<file path="src/rtl/rv32_ctrl_pkg.sv">
// Shared encodings for the multicycle RV32I control unit: states, opcodes,
// ALU codes, immediate formats and datapath mux selects.
package rv32_ctrl_pkg;

  localparam int unsigned STATE_W = 4;

  localparam logic [STATE_W-1:0] S_FETCH     = 4'd0;
  localparam logic [STATE_W-1:0] S_DECODE    = 4'd1;
  localparam logic [STATE_W-1:0] S_MEM_ADR   = 4'd2;
  localparam logic [STATE_W-1:0] S_MEM_READ  = 4'd3;
  localparam logic [STATE_W-1:0] S_MEM_WB    = 4'd4;
  localparam logic [STATE_W-1:0] S_MEM_WRITE = 4'd5;
  localparam logic [STATE_W-1:0] S_EXEC_R    = 4'd6;
  localparam logic [STATE_W-1:0] S_EXEC_I    = 4'd7;
  localparam logic [STATE_W-1:0] S_JAL       = 4'd8;
  localparam logic [STATE_W-1:0] S_LUI       = 4'd9;
  localparam logic [STATE_W-1:0] S_ALU_WB    = 4'd10;
  localparam logic [STATE_W-1:0] S_BRANCH    = 4'd11;
  localparam logic [STATE_W-1:0] S_TRAP      = 4'd12;

  localparam logic [6:0] OP_LOAD   = 7'b0000011;
  localparam logic [6:0] OP_STORE  = 7'b0100011;
  localparam logic [6:0] OP_R      = 7'b0110011;
  localparam logic [6:0] OP_I      = 7'b0010011;
  localparam logic [6:0] OP_JAL    = 7'b1101111;
  localparam logic [6:0] OP_BRANCH = 7'b1100011;
  localparam logic [6:0] OP_LUI    = 7'b0110111;

  localparam int unsigned ALU_CODE_W = 4;
  localparam logic [ALU_CODE_W-1:0] ALU_ADD  = 4'd0;
  localparam logic [ALU_CODE_W-1:0] ALU_SUB  = 4'd1;
  localparam logic [ALU_CODE_W-1:0] ALU_AND  = 4'd2;
  localparam logic [ALU_CODE_W-1:0] ALU_OR   = 4'd3;
  localparam logic [ALU_CODE_W-1:0] ALU_XOR  = 4'd4;
  localparam logic [ALU_CODE_W-1:0] ALU_SLT  = 4'd5;
  localparam logic [ALU_CODE_W-1:0] ALU_SLL  = 4'd6;
  localparam logic [ALU_CODE_W-1:0] ALU_SRL  = 4'd7;
  localparam logic [ALU_CODE_W-1:0] ALU_SRA  = 4'd8;
  localparam logic [ALU_CODE_W-1:0] ALU_SLTU = 4'd9;

  localparam logic [2:0] IMM_I = 3'b000;
  localparam logic [2:0] IMM_S = 3'b001;
  localparam logic [2:0] IMM_B = 3'b010;
  localparam logic [2:0] IMM_J = 3'b011;
  localparam logic [2:0] IMM_U = 3'b100;

  localparam logic [1:0] SRC_A_PC     = 2'b00;
  localparam logic [1:0] SRC_A_OLD_PC = 2'b01;
  localparam logic [1:0] SRC_A_RS1    = 2'b10;
  localparam logic [1:0] SRC_A_ZERO   = 2'b11;

  localparam logic [1:0] SRC_B_RS2  = 2'b00;
  localparam logic [1:0] SRC_B_IMM  = 2'b01;
  localparam logic [1:0] SRC_B_FOUR = 2'b10;

  localparam logic [1:0] RES_ALU_OUT = 2'b00;
  localparam logic [1:0] RES_MEM     = 2'b01;
  localparam logic [1:0] RES_ALU     = 2'b10;

  // Which rule the ALU decoder applies in the current state.
  typedef enum logic [1:0] {
    ALU_CLS_ADD    = 2'd0,
    ALU_CLS_R      = 2'd1,
    ALU_CLS_I      = 2'd2,
    ALU_CLS_BRANCH = 2'd3
  } alu_class_e;

endpackage

</file>
<file path="src/rtl/multicycle_control_if.sv">
// Instruction/flag inputs and datapath control outputs of the multicycle controller.
interface multicycle_control_if #(
  parameter int unsigned ALU_CTRL_W = 4,
  parameter int unsigned CNT_W      = 32
);
  logic [6:0]            op_code;
  logic [2:0]            func3;
  logic [6:0]            func7;
  logic                  zero;
  logic                  lt;
  logic                  ltu;
  logic                  mem_ready;
  logic                  pc_write;
  logic                  adr_src;
  logic                  ir_write;
  logic                  mem_write;
  logic                  reg_write;
  logic [1:0]            alu_src_a;
  logic [1:0]            alu_src_b;
  logic [1:0]            result_source;
  logic [2:0]            imm_type;
  logic [ALU_CTRL_W-1:0] alu_control;
  logic                  illegal_instr;
  logic [CNT_W-1:0]      instret;

  modport master (
    input  op_code, func3, func7, zero, lt, ltu, mem_ready,
    output pc_write, adr_src, ir_write, mem_write, reg_write, alu_src_a,
           alu_src_b, result_source, imm_type, alu_control, illegal_instr, instret
  );

  modport slave (
    output op_code, func3, func7, zero, lt, ltu, mem_ready,
    input  pc_write, adr_src, ir_write, mem_write, reg_write, alu_src_a,
           alu_src_b, result_source, imm_type, alu_control, illegal_instr, instret
  );
endinterface

</file>
<file path="src/rtl/alu_decoder.sv">
// Maps (state class, func3, func7) to the ALU operation code.
module alu_decoder
  import rv32_ctrl_pkg::*;
#(
  parameter int unsigned ALU_CTRL_W = 4
) (
  input  alu_class_e            alu_class,
  input  logic [2:0]            func3,
  input  logic [6:0]            func7,
  output logic [ALU_CTRL_W-1:0] alu_control
);

  logic [ALU_CODE_W-1:0] code;
  logic                  alt;
  logic                  unused_func7;

  assign unused_func7 = ^{func7[6], func7[4:0]};

  always_comb begin
    code = ALU_ADD;
    alt  = func7[5];
    case (alu_class)
      ALU_CLS_ADD: code = ALU_ADD;
      ALU_CLS_R, ALU_CLS_I: begin
        case (func3)
          3'b000:  code = (alt && (alu_class == ALU_CLS_R)) ? ALU_SUB : ALU_ADD;
          3'b001:  code = ALU_SLL;
          3'b010:  code = ALU_SLT;
          3'b011:  code = ALU_SLTU;
          3'b100:  code = ALU_XOR;
          3'b101:  code = alt ? ALU_SRA : ALU_SRL;
          3'b110:  code = ALU_OR;
          default: code = ALU_AND;
        endcase
      end
      // Unsigned branch compares need SLTU; everything else compares via SUB flags.
      ALU_CLS_BRANCH: code = (func3[2:1] == 2'b11) ? ALU_SLTU : ALU_SUB;
      default: code = ALU_ADD;
    endcase
  end

  assign alu_control = ALU_CTRL_W'(code);

endmodule

</file>
<file path="src/rtl/multicycle_control.sv">
// Moore control FSM for a multicycle RV32I datapath with a shared ALU, a unified
// memory port with ready handshake, and a retired-instruction counter.
module multicycle_control
  import rv32_ctrl_pkg::*;
#(
  parameter int unsigned ALU_CTRL_W    = 4,
  parameter int unsigned CNT_W         = 32,
  parameter bit          MEM_HANDSHAKE = 1'b1
) (
  input logic                 clk,
  input logic                 rst,
  multicycle_control_if.master bus
);

  logic [STATE_W-1:0]    state;
  logic [STATE_W-1:0]    state_next;
  logic [STATE_W-1:0]    state_dec;
  logic [CNT_W-1:0]      instret;
  logic                  retire;
  logic                  ready;
  logic                  taken;
  alu_class_e            alu_class;
  logic [ALU_CTRL_W-1:0] alu_control;

  logic       pc_write;
  logic       adr_src;
  logic       ir_write;
  logic       mem_write;
  logic       reg_write;
  logic [1:0] alu_src_a;
  logic [1:0] alu_src_b;
  logic [1:0] result_source;
  logic [2:0] imm_type;
  logic       illegal_instr;

  assign ready = MEM_HANDSHAKE ? bus.mem_ready : 1'b1;

  always_ff @(posedge clk) begin
    if (rst) begin
      state   <= S_FETCH;
      instret <= '0;
    end else begin
      state <= state_next;
      if (retire) instret <= instret + CNT_W'(1);
    end
  end

  always_comb begin
    state_next    = state;
    retire        = 1'b0;
    state_dec     = rst ? S_FETCH : state;
    taken         = 1'b0;
    pc_write      = 1'b0;
    adr_src       = 1'b0;
    ir_write      = 1'b0;
    mem_write     = 1'b0;
    reg_write     = 1'b0;
    alu_src_a     = SRC_A_PC;
    alu_src_b     = SRC_B_RS2;
    result_source = RES_ALU_OUT;
    imm_type      = IMM_I;
    alu_class     = ALU_CLS_ADD;
    illegal_instr = 1'b0;

    case (bus.func3)
      3'b000:  taken = bus.zero;
      3'b001:  taken = !bus.zero;
      3'b100:  taken = bus.lt;
      3'b101:  taken = !bus.lt;
      3'b110:  taken = bus.ltu;
      3'b111:  taken = !bus.ltu;
      default: taken = 1'b0;
    endcase

    // Next state and retirement.
    case (state)
      S_FETCH: if (ready) state_next = S_DECODE;
      S_DECODE: begin
        case (bus.op_code)
          OP_LOAD, OP_STORE: state_next = S_MEM_ADR;
          OP_R:              state_next = S_EXEC_R;
          OP_I:              state_next = S_EXEC_I;
          OP_JAL:            state_next = S_JAL;
          OP_BRANCH:         state_next = S_BRANCH;
          OP_LUI:            state_next = S_LUI;
          default:           state_next = S_TRAP;
        endcase
      end
      S_MEM_ADR:  state_next = bus.op_code[5] ? S_MEM_WRITE : S_MEM_READ;
      S_MEM_READ: if (ready) state_next = S_MEM_WB;
      S_MEM_WRITE: begin
        if (ready) begin
          state_next = S_FETCH;
          retire     = 1'b1;
        end
      end
      S_MEM_WB, S_ALU_WB, S_BRANCH: begin
        state_next = S_FETCH;
        retire     = 1'b1;
      end
      S_EXEC_R, S_EXEC_I, S_JAL, S_LUI: state_next = S_ALU_WB;
      S_TRAP:  state_next = S_TRAP;
      default: state_next = S_FETCH;
    endcase

    // Moore output decode; reset presents FETCH values.
    case (state_dec)
      S_FETCH: begin
        alu_src_b     = SRC_B_FOUR;
        result_source = RES_ALU;
        ir_write      = ready;
        pc_write      = ready;
      end
      S_DECODE: begin
        alu_src_a = SRC_A_OLD_PC;
        alu_src_b = SRC_B_IMM;
        imm_type  = IMM_B;
      end
      S_MEM_ADR: begin
        alu_src_a = SRC_A_RS1;
        alu_src_b = SRC_B_IMM;
        imm_type  = bus.op_code[5] ? IMM_S : IMM_I;
      end
      S_MEM_READ: adr_src = 1'b1;
      S_MEM_WRITE: begin
        adr_src   = 1'b1;
        mem_write = 1'b1;
      end
      S_MEM_WB: begin
        result_source = RES_MEM;
        reg_write     = 1'b1;
      end
      S_EXEC_R: begin
        alu_src_a = SRC_A_RS1;
        alu_class = ALU_CLS_R;
      end
      S_EXEC_I: begin
        alu_src_a = SRC_A_RS1;
        alu_src_b = SRC_B_IMM;
        alu_class = ALU_CLS_I;
      end
      S_JAL: begin
        alu_src_a = SRC_A_OLD_PC;
        alu_src_b = SRC_B_FOUR;
        pc_write  = 1'b1;
      end
      S_LUI: begin
        alu_src_a = SRC_A_ZERO;
        alu_src_b = SRC_B_IMM;
        imm_type  = IMM_U;
      end
      S_ALU_WB: reg_write = 1'b1;
      S_BRANCH: begin
        alu_src_a = SRC_A_RS1;
        alu_class = ALU_CLS_BRANCH;
        pc_write  = taken;
      end
      S_TRAP:  illegal_instr = 1'b1;
      default: illegal_instr = 1'b0;
    endcase
  end

  alu_decoder #(
    .ALU_CTRL_W (ALU_CTRL_W)
  ) u_alu_decoder (
    .alu_class   (alu_class),
    .func3       (bus.func3),
    .func7       (bus.func7),
    .alu_control (alu_control)
  );

  assign bus.pc_write      = pc_write;
  assign bus.adr_src       = adr_src;
  assign bus.ir_write      = ir_write;
  assign bus.mem_write     = mem_write;
  assign bus.reg_write     = reg_write;
  assign bus.alu_src_a     = alu_src_a;
  assign bus.alu_src_b     = alu_src_b;
  assign bus.result_source = result_source;
  assign bus.imm_type      = imm_type;
  assign bus.alu_control   = alu_control;
  assign bus.illegal_instr = illegal_instr;
  assign bus.instret       = instret;

endmodule

</file>
<file path="src/flat_wrapper.sv">
// flat-port wrapper written by rule: the top's interface ports become plain ports
module multicycle_control_flat import rv32_ctrl_pkg::*;
#(
  parameter int unsigned ALU_CTRL_W    = 4,
  parameter int unsigned CNT_W         = 32,
  parameter bit          MEM_HANDSHAKE = 1'b1
)
  (clk, rst, bus_op_code, bus_func3, bus_func7, bus_zero, bus_lt, bus_ltu, bus_mem_ready, bus_pc_write, bus_adr_src, bus_ir_write, bus_mem_write, bus_reg_write, bus_alu_src_a, bus_alu_src_b, bus_result_source, bus_imm_type, bus_alu_control, bus_illegal_instr, bus_instret);
  multicycle_control_if #(.ALU_CTRL_W(ALU_CTRL_W), .CNT_W(CNT_W)) bus_i ();
  input logic clk;
  input logic rst;
  input wire logic [$bits(bus_i.op_code)-1:0] bus_op_code;
  input wire logic [$bits(bus_i.func3)-1:0] bus_func3;
  input wire logic [$bits(bus_i.func7)-1:0] bus_func7;
  input wire logic [$bits(bus_i.zero)-1:0] bus_zero;
  input wire logic [$bits(bus_i.lt)-1:0] bus_lt;
  input wire logic [$bits(bus_i.ltu)-1:0] bus_ltu;
  input wire logic [$bits(bus_i.mem_ready)-1:0] bus_mem_ready;
  output wire logic [$bits(bus_i.pc_write)-1:0] bus_pc_write;
  output wire logic [$bits(bus_i.adr_src)-1:0] bus_adr_src;
  output wire logic [$bits(bus_i.ir_write)-1:0] bus_ir_write;
  output wire logic [$bits(bus_i.mem_write)-1:0] bus_mem_write;
  output wire logic [$bits(bus_i.reg_write)-1:0] bus_reg_write;
  output wire logic [$bits(bus_i.alu_src_a)-1:0] bus_alu_src_a;
  output wire logic [$bits(bus_i.alu_src_b)-1:0] bus_alu_src_b;
  output wire logic [$bits(bus_i.result_source)-1:0] bus_result_source;
  output wire logic [$bits(bus_i.imm_type)-1:0] bus_imm_type;
  output wire logic [$bits(bus_i.alu_control)-1:0] bus_alu_control;
  output wire logic [$bits(bus_i.illegal_instr)-1:0] bus_illegal_instr;
  output wire logic [$bits(bus_i.instret)-1:0] bus_instret;
  assign bus_i.op_code = bus_op_code;
  assign bus_i.func3 = bus_func3;
  assign bus_i.func7 = bus_func7;
  assign bus_i.zero = bus_zero;
  assign bus_i.lt = bus_lt;
  assign bus_i.ltu = bus_ltu;
  assign bus_i.mem_ready = bus_mem_ready;
  assign bus_pc_write = bus_i.pc_write;
  assign bus_adr_src = bus_i.adr_src;
  assign bus_ir_write = bus_i.ir_write;
  assign bus_mem_write = bus_i.mem_write;
  assign bus_reg_write = bus_i.reg_write;
  assign bus_alu_src_a = bus_i.alu_src_a;
  assign bus_alu_src_b = bus_i.alu_src_b;
  assign bus_result_source = bus_i.result_source;
  assign bus_imm_type = bus_i.imm_type;
  assign bus_alu_control = bus_i.alu_control;
  assign bus_illegal_instr = bus_i.illegal_instr;
  assign bus_instret = bus_i.instret;
  multicycle_control #(.ALU_CTRL_W(ALU_CTRL_W), .CNT_W(CNT_W), .MEM_HANDSHAKE(MEM_HANDSHAKE)) u_core (.clk(clk), .rst(rst), .bus(bus_i));
endmodule
</file>
<file path="config.mk">
export PLATFORM = sky130hd
export DESIGN_NAME = multicycle_control_flat
export DESIGN_NICKNAME = d
export VERILOG_FILES = /design/src/rtl/rv32_ctrl_pkg.sv /design/src/rtl/multicycle_control_if.sv /design/src/rtl/alu_decoder.sv /design/src/rtl/multicycle_control.sv /design/src/flat_wrapper.sv
export SDC_FILE = /design/constraint.sdc
export NUM_CORES = 1
export LEC_CHECK = 0
export BUFFER_PORTS_ARGS = -buffer_cell sky130_fd_sc_hd__buf_2
export CORE_UTILIZATION = 50
export CTS_BUF_LIST = sky130_fd_sc_hd__clkbuf_16
export CTS_CLUSTER_SIZE = 8
export DETAILED_ROUTE_END_ITERATION = 8
export PLACE_DENSITY = 0.77
export SYNTH_ARGS = -nofsm -noshare
export SYNTH_HDL_FRONTEND = slang
export SYNTH_SLANG_ARGS = --single-unit
</file>
<file path="constraint.sdc">
create_clock -name clk -period 6.9 [get_ports clk]
set_clock_uncertainty 0.15 [all_clocks]
set_input_delay 1.035 -clock clk [delete_from_list [all_inputs] [get_ports clk]]
set_output_delay 1.035 -clock clk [all_outputs]
set_load 0.02 [all_outputs]
</file>
# Yosys cells after proc, flatten, opt, wreduce, memory -nomap -nowiden

Index checks and enable logic that the tools add are counted.

Multiplexer cells: 27
Add/subtract/negate cells: 1
Eq/ne operators: 45
Reduce and logical (&&, ||, !) cells: 19

Operators by type and width:

| cell                                                            | number |
|---|---|
| 4-bit case mux with 7 select lines                              | 2 |
| 4-bit == test, second input constant                            | 10 |
| 32-bit by 1-bit adder with 32-bit output, second input constant | 1 |
| 4-bit by 3-bit == test with 1-bit output, second input constant | 8 |
| 4-bit 2-to-1 mux                                                | 6 |
| 4-bit case mux with 6 select lines                              | 1 |
| 7-bit by 6-bit == test with 1-bit output, second input constant | 3 |
| 4-bit by 2-bit == test with 1-bit output, second input constant | 4 |
| 7-bit == test, second input constant                            | 2 |
| 3-bit == test, second input constant                            | 4 |
| 2-bit case mux with 3 select lines                              | 2 |
| 4-bit case mux with 3 select lines                              | 1 |
| 2-bit OR reduction                                              | 6 |
| 4-bit OR reduction                                              | 3 |
| 3-bit case mux with 3 select lines                              | 1 |
| 4-bit by 1-bit == test with 1-bit output, second input constant | 2 |
| 4-bit zero test                                                 | 2 |
| 1-bit 2-to-1 mux                                                | 8 |
| 2-bit case mux with 2 select lines                              | 2 |
| 7-bit by 2-bit == test with 1-bit output, second input constant | 1 |
| 7-bit by 5-bit == test with 1-bit output, second input constant | 1 |
| 2-bit == test, second input constant                            | 3 |
| 3-bit by 2-bit == test with 1-bit output, second input constant | 2 |
| 2-bit != test, second input constant                            | 3 |
| 12 further kinds                                                | 14 |

Input port bits: 23
Register bits after elaboration: 36
Output and inout port bits: 51

# Longest topological paths before layout

Gate-level depths: netlist (run 1).

Word-level depth: 8
Gate-level depth with buffers: 10
Depth with buffers taken out: 9

# Cells and area by module

From an unflattened synthesis (run 1), not the netlist that was laid out.

Cells, all modules: 323
Area total of the unflattened synthesis: 2,484.9 µm²

Modules (own cells, without submodules):

| module             | times used | area each (µm²) | cells an instance | sequential area each (µm²) |
|---|---|---|---|---|
| multicycle_control | 1          | 2,268.4         | 297               | 720.7 |
| alu_decoder        | 1          | 216.5           | 26                | 0.0 |

# Worst setup path after synthesis (run 1)

No wires, ideal clock.

Path type: input-to-output
From: input port bus_func3[1]
To: output port bus_pc_write
Buffers on the path: 1
Data arrival time: 2.240 ns
Stages on the path: 5
Slack: 3.475 ns
Path through: clkbuf_1 -> mux2i_1 -> xnor2_1 -> a21oi_1 -> o21ai_0

Longest elaborated chain between the ends: 3

RTL lines:

| element                               | RTL line                  | text |
|---|---|---|
| start, declared                       | flat_wrapper.sv:13        | `input wire logic [$bits(bus_i.func3)-1:0] bus_func3;` |
| 3-bit == test (tied with other cells) | multicycle_control.sv:65  | `case (bus.func3)` |
| 1-bit case mux with 6 select lines *  | multicycle_control.sv:65  |  |
| 1-bit case mux with 3 select lines *  | multicycle_control.sv:107 | `case (state_dec)` |
| end, declared                         | flat_wrapper.sv:19        | `output wire logic [$bits(bus_i.pc_write)-1:0] bus_pc_write;` |

Every way passes the cells marked *; elsewhere a longest branch is shown, timed or not.

# Final worst setup path (run 1)

From: input port rst
To: output port bus_alu_control[0]

Longest elaborated chain between the ends: 8

RTL lines:

| element                                                                          | RTL line                             | text |
|---|---|---|
| start, declared                                                                  | flat_wrapper.sv:11                   | `input logic rst;` |
| 4-bit 2-to-1 mux *                                                               | multicycle_control.sv:51             | `state_dec = rst ? S_FETCH : state;` |
| 4-bit == test / 4-bit by 3-bit == test with 1-bit output (equally long branches) | multicycle_control.sv:107            |  |
| 2-bit case mux with 3 select lines *                                             | multicycle_control.sv:107            |  |
| 2-bit by 1-bit == test with 1-bit output                                         | alu_decoder.sv:22, alu_decoder.sv:26 |  |
| 1-bit logical AND                                                                | alu_decoder.sv:26                    | `3'b000: code = (alt && (alu_class == ALU_CLS_R)) ? ALU_SUB : ALU_ADD;` |
| 1-bit 2-to-1 mux                                                                 | alu_decoder.sv:26                    |  |
| 4-bit case mux with 7 select lines                                               | alu_decoder.sv:25                    | `case (func3)` |
| 4-bit case mux with 3 select lines *                                             | alu_decoder.sv:22                    | `case (alu_class)` |
| end, declared                                                                    | flat_wrapper.sv:28                   | `output wire logic [$bits(bus_i.alu_control)-1:0] bus_alu_control;` |

Marked as above.

==> impl_metrics.env, run 1 <==
export IMPL_status="finished clean"
export IMPL_portBuffers=67
export IMPL_register_area_um2=721
export IMPL_n_fill_cell=464
export IMPL_peakVddDrop_mv=0.121
export IMPL_p_comb_share_pct=19.2
export IMPL_p_clk_share_pct=38.7
export IMPL_cts_buffer_depth=2
export IMPL_wl_um=6340
export IMPL_grt_pass1_wl_um=10800
export IMPL_synth_main_ff_cell="dfxtp_1"
export IMPL_clkSlewWorstSetupHoldPaths_ps=60
export IMPL_first_iter_violations=182
export IMPL_synthToLayoutAreaGrowth_pct=17.7
export IMPL_grt_ovfl_total=0
export IMPL_rsz0062_at_grt="false"
export IMPL_relSlewSlack_pct=20.6
export IMPL_yosysTopAreaCellShare_pct=27.7
export IMPL_wl_per_cell_um=13.9
export IMPL_place_congestion=0.815
export IMPL_multi_input_area_mm2=0.00174
export IMPL_fp_dieH_um=74.1
export IMPL_h_tree_depth=2
export IMPL_clock_latency_ps=280
export IMPL_synthAdderAreaFrac_pct=1.93
export IMPL_p_sw_share_pct=31.3
export IMPL_initial_core_util_pct=53.6
export IMPL_async_flop_share_pct=0
export IMPL_cp_required_ps=5710
export IMPL_fin_crit_sh_pct=58.2
export IMPL_seqPwrFrac_pct=42.1
export IMPL_synthSimpleGateAreaFrac_pct=38.9
export IMPL_grt_pass1_vias=2326
export IMPL_hold_depth=2
export IMPL_crit_fanout=60
export IMPL_synth_most_common_cell="dfxtp_1"
export IMPL_cts_buffers=5
export IMPL_hold_path_class="flip-flop to flip-flop"
export IMPL_pre_cts_ws_ps=2880
export IMPL_yosys_cell_types_count=63
export IMPL_setup_viol_count_final=0
export IMPL_antenna_found_initial=0
export IMPL_die_area_mm2=0.00549
export IMPL_hold_viol_final=0
export IMPL_startpoint="rst"
export IMPL_synthCells=336
export IMPL_synth_edf_count=0
export IMPL_hp_start="u_core.bus.instret[21]"
export IMPL_synth_seq_area_share_pct=27.7
export IMPL_worst_slew_pin_slew_ps=1190
export IMPL_fin_ws_ps=2880
export IMPL_critPathKind="input pin to output port"
export IMPL_power_density_mw_per_mm2=186
export IMPL_num_io_pins=74
export IMPL_nets=414
export IMPL_cts_sinks=36
export IMPL_n_antenna_cell=0
export IMPL_synth_area_mm2=0.00260
export IMPL_drive_gt1_share_pct=23.7
export IMPL_finalMaxSlewViolations=0
export IMPL_rows=25
export IMPL_ant_nets=0
export IMPL_grt_usage_pct=24.9
export IMPL_drc=0
export IMPL_switchingPower_w=0.000178
export IMPL_regToRegEndpoint="u_core.bus.instret[12]"
export IMPL_postCtsSetupBuffers=0
export IMPL_synthTopCellsByCount="36 x dfxtp_1, 32 x a21oi_1, 24 x nand2_1"
export IMPL_die_w_um=74.1
export IMPL_grt_max_degree=61
export IMPL_cts_hold_fix_buffers=0
export IMPL_coreArea_mm2=0.00485
export IMPL_fmax_ghz=0.249
export IMPL_clockRootBuffer="clkbuf_16"
export IMPL_startpoint_type="input pin"
export IMPL_vias=2737
export IMPL_p_int_w=0.000390
export IMPL_synth_area_mux_share_pct=5.11
export IMPL_max_cap_violations=0
export IMPL_post_route_min_period_ps=4020
export IMPL_cts_tree="yes"
export IMPL_synth_compound_area_share_pct=19.4
export IMPL_cts_resized_gates=0
export IMPL_ys_top_cells_by_area="dfxtp_1 28%, a21oi_1 6.2%, nor2b_1 3.9%, nand2_1 3.5%, or4_1 3.5%"
export IMPL_viasPerCell=6.02
export IMPL_reg2reg_depth=4
export IMPL_yosys_warnings=0
export IMPL_synth_top_cell_by_area="dfxtp_1"
export IMPL_rr_startpoint="u_core.state[3]"
export IMPL_leakagePower_nw=1.20
export IMPL_ys_ff_latch=36
export IMPL_synth_area_per_cell_um2=7.73
export IMPL_synth_nets=363
export IMPL_fin_tns_setup_ps=0
export IMPL_first_pass_iters=4
export IMPL_hold_path_endpoint="u_core.bus.instret[21]"
export IMPL_dp_hpwl_um=4460
export IMPL_arrival_ps=2830
export IMPL_yosys_area_share_xor_xnor_pct=1.69
export IMPL_endpoint_kind="output port"
export IMPL_r2r_setup_slack_ps=4250
export IMPL_synth_top_family_by_area="simple AND/OR/NAND/NOR gates"
-- how the worst max path moves through the flow --
stage / endpoint / slack [ps] / depth (start not counted)
finish: bus_alu_control[0] / 2880 / 10
global route: bus_alu_control[0] / 2680 / 10
CTS: bus_alu_control[0] / 2870 / 10
detailed placement: bus_alu_control[0] / 2880 / 10
global placement: bus_alu_control[0] / 2910 / 10
floorplan: bus_pc_write / 3480 / 5
-- flip-flops by register name, summed over array words and instances (netlist names) --
register,count
u_core.bus.instret,32
u_core.state,4
-- routing by layer --
layer,part of all wire (%),global-route usage (%),vias up
li1,-,-,1382
met1,45,34.2,1282
met2,48,39.1,66
met3,5.5,4.61,7
met4,1.1,8.33,0
met5,0,0,-
-- power groups by stage --
| stage | Clock [W] | Sequential (W) | Combinational, W |
|---|---|---|---|
| after global routing | 0.000235 | 0.000242 | 0.000121 |
| after global placement | 0 | 0.000242 | 0.000105 |
| after detailed placement | 0 | 0.000243 | 0.000108 |
| after CTS | 0.000226 | 0.000239 | 0.000109 |
| after floorplan | 0 | 0.000222 | 0.000102 |
| final | 0.000220 | 0.000239 | 0.000109 |
-- cells in the final DEF (no fill, tap or decap), drive strengths merged, types with 10 or more instances in the layout --
| cell type | synthesis | routed |
|---|---|---|
| dfxtp | 36 | 36 |
| nor4 | 11 | 11 |
| o31ai | 10 | 10 |
| nor2b | 17 | 17 |
| nand2 | 24 | 24 |
| nand3 | 17 | 17 |
| a21oi | 32 | 32 |
| or4 | 13 | 13 |
| buf | 8 | 69 |
| mux2 | 10 | 10 |
| o21ai | 16 | 16 |
| nor2 | 21 | 21 |
-- layout make-up --
| type | instances | share of cell area, % |
|---|---|---|
| Multi-Input combinational cell | 270 | 56.9 |
| Sequential cell | 36 | 23.6 |
| Timing Repair Buffer | 69 | 11.5 |
| Clock buffer | 5 | 4.09 |
| Tap cell | 67 | 2.74 |
| Clock inverter | 3 | 0.614 |
| Inverter | 5 | 0.614 |
-- metrics by stage --
stage | power [W] | util [%] | hold slack, ps | instances | area (µm²)
2_1_floorplan | 0.000324 | - | 409 | 336 | 2600
3_3_place_gp | 0.000347 | 60.1 | 335 | 447 | 2910
3_5_place_dp | 0.000351 | 60.1 | 341 | 447 | 2910
4_1_cts | 0.000573 | 63.0 | 357 | 455 | 3060
5_1_grt | 0.000597 | 63.0 | 374 | 455 | 3060
6_report | 0.000568 | 63.0 | 353 | 455 | 3060
-- worst max-delay path, cell delays in order --
cell and delay [ps]:
buf_2 100, buf_4 290, nor2b_1 240, nand3_1 160
ha_1 260, and3b_1 170, o21bai_1 110, a31oi_1 100
o21ba_2 200, buf_2 150
-- cell families (layout without fill, tap and decap cells) --
family          Yosys count  after routing
buf+inv                  30             82
compound gates           81             81
xor+xnor                  5              5
mux                      12             12
flops                    36             36
fa+ha+maj                 4              4
simple gates            168            168
No activity file was read; power rests on OpenSTA's default activity.
==> run 2, diff against run 1 <==
--- a/config.mk
+++ b/config.mk
@@ -5,6 +5,7 @@
 export SDC_FILE = /design/constraint.sdc
 export NUM_CORES = 1
 export LEC_CHECK = 0
+export ABC_AREA = 1
 export BUFFER_PORTS_ARGS = -buffer_cell sky130_fd_sc_hd__buf_2
 export CORE_UTILIZATION = 50
 export CTS_BUF_LIST = sky130_fd_sc_hd__clkbuf_16
==> constraint.sdc (replaced) <==
create_clock -name clk -period 3.89 [get_ports clk]
set_clock_uncertainty 0.15 [all_clocks]
set_input_delay 0.5835 -clock clk [delete_from_list [all_inputs] [get_ports clk]]
set_output_delay 0.5835 -clock clk [all_outputs]
set_load 0.02 [all_outputs]
==> impl_metrics.env, run 2 <==
export IMPL_crit_fanout=16
export IMPL_cts_sinks=36
export IMPL_cts_resized_gates=0
export IMPL_first_pass_iters=5
export IMPL_post_route_min_period_ps=3060
export IMPL_place_congestion=0.914
export IMPL_power_density_mw_per_mm2=399
export IMPL_final_cell_mix="158 x nand2_1, 81 x nor2_1, 67 x buf_2"
export IMPL_yosys_cell_types_count=31
export IMPL_clock_latency_ps=280
export IMPL_clkSlewWorstSetupHoldPaths_ps=60
export IMPL_nets=560
export IMPL_synthToLayoutAreaGrowth_pct=19.2
export IMPL_synth_nets=494
export IMPL_wl_um=6820
export IMPL_synth_area_per_cell_um2=5.72
export IMPL_leakagePower_nw=1.54
export IMPL_synth_seq_area_share_pct=27.0
export IMPL_max_cap_violations=0
export IMPL_largest_reg_flops=32
export IMPL_drive_gt1_share_pct=17.3
export IMPL_cts_buffers=5
export IMPL_placed_area_mm2=0.00305
export IMPL_largest_registers="u_core.bus.instret (32), u_core.state (4)"
export IMPL_die_area_mm2=0.00564
export IMPL_grtUsageMet3_pct=4.02
export IMPL_synth_top_cell_by_area="dfxtp_1"
export IMPL_final_common_cell="nand2_1"
export IMPL_grt_ovfl_total=0
export IMPL_rsz0062_at_grt="false"
export IMPL_setup_viol_count_final=0
export IMPL_ys_top_cells_by_area="dfxtp_1 27%, nand2_1 22%, nor2_1 11%, inv_1 7.2%, a21oi_1 5.6%"
export IMPL_grt_usage_pct=24.5
export IMPL_synth_edf_count=0
export IMPL_rows=26
export IMPL_fp_dieH_um=75.1
export IMPL_grt_max_degree=32
export IMPL_hold_viol_final=0
export IMPL_die_w_um=75.1
export IMPL_initial_core_util_pct=52.0
export IMPL_synth_most_common_cell="nand2_1"
export IMPL_final_area_mm2=0.00319
export IMPL_cp_common_cell="inv_1"
export IMPL_synthTopCellsByCount="158 x nand2_1, 81 x nor2_1, 51 x inv_1"
export IMPL_postCtsSetupBuffers=0
export IMPL_use_met1_pct=31.8
export IMPL_clockRootBuffer="clkbuf_16"
export IMPL_cts_tree="yes"
export IMPL_synth_area_mm2=0.00267
export IMPL_fin_crit_sh_pct=78.6
export IMPL_finalMaxSlewViolations=0
export IMPL_coreArea_mm2=0.00514
export IMPL_cp_slowest_cell="ha_1"
export IMPL_fin_tns_setup_ps=0
export IMPL_grt_pass1_wl_um=10800
export IMPL_fmax_ghz=0.327
export IMPL_first_iter_violations=187
export IMPL_grt_use_met2_pct=42.3
export IMPL_cts_hold_fix_buffers=0
export IMPL_ys_ff_latch=36
export IMPL_crit_chain="buf_2 -> nor2_1 -> inv_1 -> nor2_1 -> inv_1 -> nor2_1 -> a21oi_1 -> inv_1 -> ha_1 -> inv_1 -> nand2_1 -> a21oi_1 -> buf_2"
export IMPL_synth_main_ff_cell="dfxtp_1"
export IMPL_vias=3111
export IMPL_cts_buffer_depth=2
export IMPL_max_stage_delay_ps=320
export IMPL_yosysTopAreaCellShare_pct=27.0
export IMPL_num_io_pins=74
export IMPL_worst_slew_pin_slew_ps=650
export IMPL_grt_pass1_vias=2552
export IMPL_async_flop_share_pct=0
export IMPL_antenna_found_initial=0
export IMPL_relSlewSlack_pct=56.6
export IMPL_h_tree_depth=2
export IMPL_portBuffers=67
export IMPL_n_antenna_cell=0
export IMPL_cp_required_ps=3160
export IMPL_viasPerCell=5.16
export IMPL_hold_path_class="flip-flop to flip-flop"
export IMPL_arrival_ps=2320
export IMPL_top_register="u_core.bus.instret"
export IMPL_endpoint_kind="output port"
export IMPL_dp_hpwl_um=5250
export IMPL_ant_nets=0
export IMPL_yosys_warnings=0
export IMPL_wl_per_cell_um=11.3
export IMPL_path_buf_inv=6
export IMPL_synthCells=467
export IMPL_status="finished clean"
export IMPL_drc=0
export IMPL_hold_ws_ps=330
export IMPL_startpoint_type="input pin"
export IMPL_critPathKind="input pin to output port"
export IMPL_peakVddDrop_mv=0.266
export IMPL_busiest_layer="met2"
export IMPL_cpLargestDelayFamily="buffers and inverters"
## run 2: cell types whose count changed after synthesis, moves of 8 or more
cell	change
nand3_1	+11
inv_1	+46
o31ai_1	-9
nor2b_1	-16
clkbuf_1	-12
nand2_1	+134
nand2b_1	-9
or4_1	-12
nor4_1	-11
or3_1	-8
nor2_1	+60
## run 2: kinds of logic after synthesis
logic type      synth area share, %
flops                          27.0
fa+ha+maj                      1.87
simple gates                   49.7
buf+inv                        9.74
xor+xnor                       1.97
compound gates                 9.78
## run 2: path summary, 6_finish.rpt
kind                                            start                      to  slack, ps  cells after the start
worst max-delay path                              rst      bus_alu_control[3]        830                     13
worst min-delay path            u_core.bus.instret[4]   u_core.bus.instret[4]        330                      2
worst max register to register        u_core.state[0]  u_core.bus.instret[21]       1810                      8
worst min register to register  u_core.bus.instret[4]   u_core.bus.instret[4]        330                      2
## run 2: metrics by stage
| step | cells | setup slack, ps | power, W | util, % |
|---|---|---|---|---|
| 3_5_place_dp | 596 | 857 | 0.000906 | 59.4 |
| 6_report | 603 | 833 | 0.00127 | 62.0 |
| 5_1_grt | 603 | 608 | 0.00135 | 62.0 |
| 4_1_cts | 603 | 845 | 0.00128 | 62.0 |
| 2_1_floorplan | 467 | 1130 | 0.000798 | - |
| 3_3_place_gp | 596 | 889 | 0.000899 | 59.4 |
## run 2: where the power goes
group / leakage [nW] / internal (W) / switching [W]
Clock: 0.0709 / 0.000230 / 0.000146
Combinational: 1.18 / 0.000133 / 0.000333
Sequential: 0.291 / 0.000395 / 0.0000359
## run 2: area by class of cell
type                    instances  area, µm²
multi-input cells             367       1690
fillers                       533       1950
repair buffers                 69        350
flip-flops and latches         36        721
well taps                      70       87.6
inverters                      54        203
clock inverters                 2       8.76
clock buffers                   5        125
## run 2: tightest hold or removal path: stages (launching register included)
cell,delay (ps)
dfxtp_1,330
inv_1,60
a21oi_1,50
## run 2: routing by layer
metal  part of all wire (%)  wire, µm
met5                      0         0
met4                    1.1        72
met3                    5.4       367
met2                     47      3230
met1                     46      3140
==> run 3, diff against run 2 <==
--- a/config.mk
+++ b/config.mk
@@ -7,7 +7,7 @@
 export LEC_CHECK = 0
 export ABC_AREA = 1
 export BUFFER_PORTS_ARGS = -buffer_cell sky130_fd_sc_hd__buf_2
-export CORE_UTILIZATION = 50
+export CORE_UTILIZATION = 48
 export CTS_BUF_LIST = sky130_fd_sc_hd__clkbuf_16
 export CTS_CLUSTER_SIZE = 8
 export DETAILED_ROUTE_END_ITERATION = 8
==> constraint.sdc (replaced) <==
create_clock -name clk -period 2.75 [get_ports clk]
set_clock_uncertainty 0.15 [all_clocks]
set_input_delay 0.4125 -clock clk [delete_from_list [all_inputs] [get_ports clk]]
set_output_delay 0.4125 -clock clk [all_outputs]
set_load 0.02 [all_outputs]
==> impl_metrics.env, run 3 (synthesis gave the netlist of run 2 again) <==
export IMPL_vias=3123
export IMPL_dp_hpwl_um=5470
export IMPL_nets=562
export IMPL_switchingPower_w=0.000752
export IMPL_clkSlewWorstSetupHoldPaths_ps=50
export IMPL_final_area_mm2=0.00325
export IMPL_grt_ovfl_total=0
export IMPL_max_stage_delay_ps=360
export IMPL_fin_crit_sh_pct=94.7
export IMPL_top_register="u_core.bus.instret"
export IMPL_largest_reg_flops=32
export IMPL_die_area_mm2=0.00587
export IMPL_cts_buffer_depth=2
export IMPL_grt_pass1_wl_um=12500
export IMPL_finalMaxSlewViolations=0
export IMPL_hold_ws_ps=333
export IMPL_final_cell_mix="158 x nand2_1, 78 x nor2_1, 66 x buf_2"
export IMPL_antenna_found_initial=0
export IMPL_seqPwrFrac_pct=31.7
export IMPL_h_tree_depth=2
export IMPL_critPathKind="flip-flop to output port"
export IMPL_crit_fanout=5
export IMPL_portBuffers=67
export IMPL_coreArea_mm2=0.00524
export IMPL_drc=0
export IMPL_status="finished clean"
export IMPL_wl_um=7320
export IMPL_final_util_pct=62.0
export IMPL_leakagePower_nw=1.56
export IMPL_max_cap_violations=0
export IMPL_register_area_um2=724
export IMPL_fp_dieH_um=76.6
export IMPL_num_io_pins=74
export IMPL_fin_tns_setup_ps=0
export IMPL_startpoint_type="flip-flop"
export IMPL_wl_per_cell_um=12.1
export IMPL_first_pass_iters=5
export IMPL_rows=26
export IMPL_clock_latency_ps=280
export IMPL_clockRootBuffer="clkbuf_16"
export IMPL_post_route_min_period_ps=2600
export IMPL_grt_usage_pct=25.7
export IMPL_cts_sinks=36
export IMPL_path_buf_inv=6
export IMPL_multi_input_area_mm2=0.00170
export IMPL_initial_core_util_pct=51.0
export IMPL_cts_buffers=5
export IMPL_cpLargestDelayFamily="buffers and inverters"
export IMPL_n_antenna_cell=0
export IMPL_relSlewSlack_pct=64.9
export IMPL_first_iter_violations=205
export IMPL_hold_path_class="flip-flop to flip-flop"
export IMPL_cts_tree="yes"
export IMPL_grt_max_degree=25
export IMPL_power_density_mw_per_mm2=595
export IMPL_die_w_um=76.6
export IMPL_arrival_ps=2040
export IMPL_peakVddDrop_mv=0.426
export IMPL_largest_registers="u_core.bus.instret (32), u_core.state (4)"
export IMPL_synthToLayoutAreaGrowth_pct=21.5
export IMPL_worst_slew_pin_slew_ps=527
export IMPL_endpoint_kind="output port"
export IMPL_hold_viol_final=0
export IMPL_cp_common_cell="inv_1"
export IMPL_drive_gt1_share_pct=18.5
export IMPL_n_fill_cell=524
export IMPL_p_comb_share_pct=35.5
export IMPL_p_sw_share_pct=38.9
export IMPL_cp_required_ps=2190
export IMPL_placed_area_mm2=0.00307
export IMPL_p_clk_share_pct=32.7
export IMPL_place_congestion=0.935
export IMPL_cp_slowest_cell="dfxtp_4"
export IMPL_ant_nets=0
export IMPL_setup_viol_count_final=0
export IMPL_final_common_cell="nand2_1"
export IMPL_fmax_ghz=0.384
export IMPL_crit_chain="inv_1 -> nor2_2 -> inv_1 -> nor2_2 -> inv_1 -> nor2_2 -> a21oi_2 -> inv_1 -> ha_1 -> inv_1 -> nand2_1 -> a21oi_1 -> buf_4"
export IMPL_cts_hold_fix_buffers=0
export IMPL_viasPerCell=5.15
export IMPL_p_int_w=0.00118
export IMPL_grt_pass1_vias=2870
-- run 3: what timing repair did --
| action | CTS | global route |
|---|---|---|
| setup endpoints to repair | 0 | 4 |
| buffers inserted | 0 | 0 |
| gates resized for setup | 0 | 7 |
-- run 3: power groups by stage --
stage          sequential (W)  clock (W)  combinational, W
6_report             0.000614   0.000633          0.000687
5_1_grt              0.000619   0.000660          0.000759
4_1_cts              0.000610   0.000639          0.000680
3_3_place_gp         0.000618          0          0.000669
3_5_place_dp         0.000621          0          0.000679
2_1_floorplan        0.000625          0          0.000504
-- run 3: area by class of cell --
cell class              instances  area share (%)
well taps                      70            2.70
clock buffers                   5            3.85
multi-input cells             367            52.4
repair buffers                 71            11.3
clock inverters                 3            1.16
flip-flops and latches         36            22.3
inverters                      54            6.24
-- run 3: final timing paths --
check	start	cells past startpoint	slack (ps)	end
worst max-delay path	u_core.state[0]	13	150	bus_alu_control[3]
worst min-delay path	u_core.bus.instret[4]	2	330	u_core.bus.instret[4]
worst max register to register	u_core.state[2]	9	740	u_core.bus.instret[25]
worst min register to register	u_core.bus.instret[4]	2	330	u_core.bus.instret[4]
-- run 3: layer usage --
metal | routed length (µm) | vias to the layer above | global-route usage (%)
li1 | - | 1617 | -
met1 | 3390 | 1390 | 33.0
met2 | 3440 | 103 | 43.9
met3 | 390 | 13 | 4.07
met4 | 107 | 0 | 7.88
met5 | 0 | - | 0
-- run 3: per-stage QoR --
| stage | total power [W] | std cells | setup slack [ps] |
|---|---|---|---|
| 3_3_place_gp | 0.00129 | 598 | 309 |
| 4_1_cts | 0.00193 | 606 | 11.0 |
| 2_1_floorplan | 0.00113 | 467 | 329 |
| 6_report | 0.00193 | 606 | 146 |
| 5_1_grt | 0.00204 | 606 | -12.0 |
| 3_5_place_dp | 0.00130 | 598 | 267 |
-- run 3: worst register-to-register path, cell delays in order (launching register included) --
cell and delay, ps:
dfxtp_1 410, inv_2 100, nor2_4 190, nand3_2 130, nand3_2 390, nand2_2 150, nor2_1 170, nand3_1 100
nand2_1 80, nor2_1 40
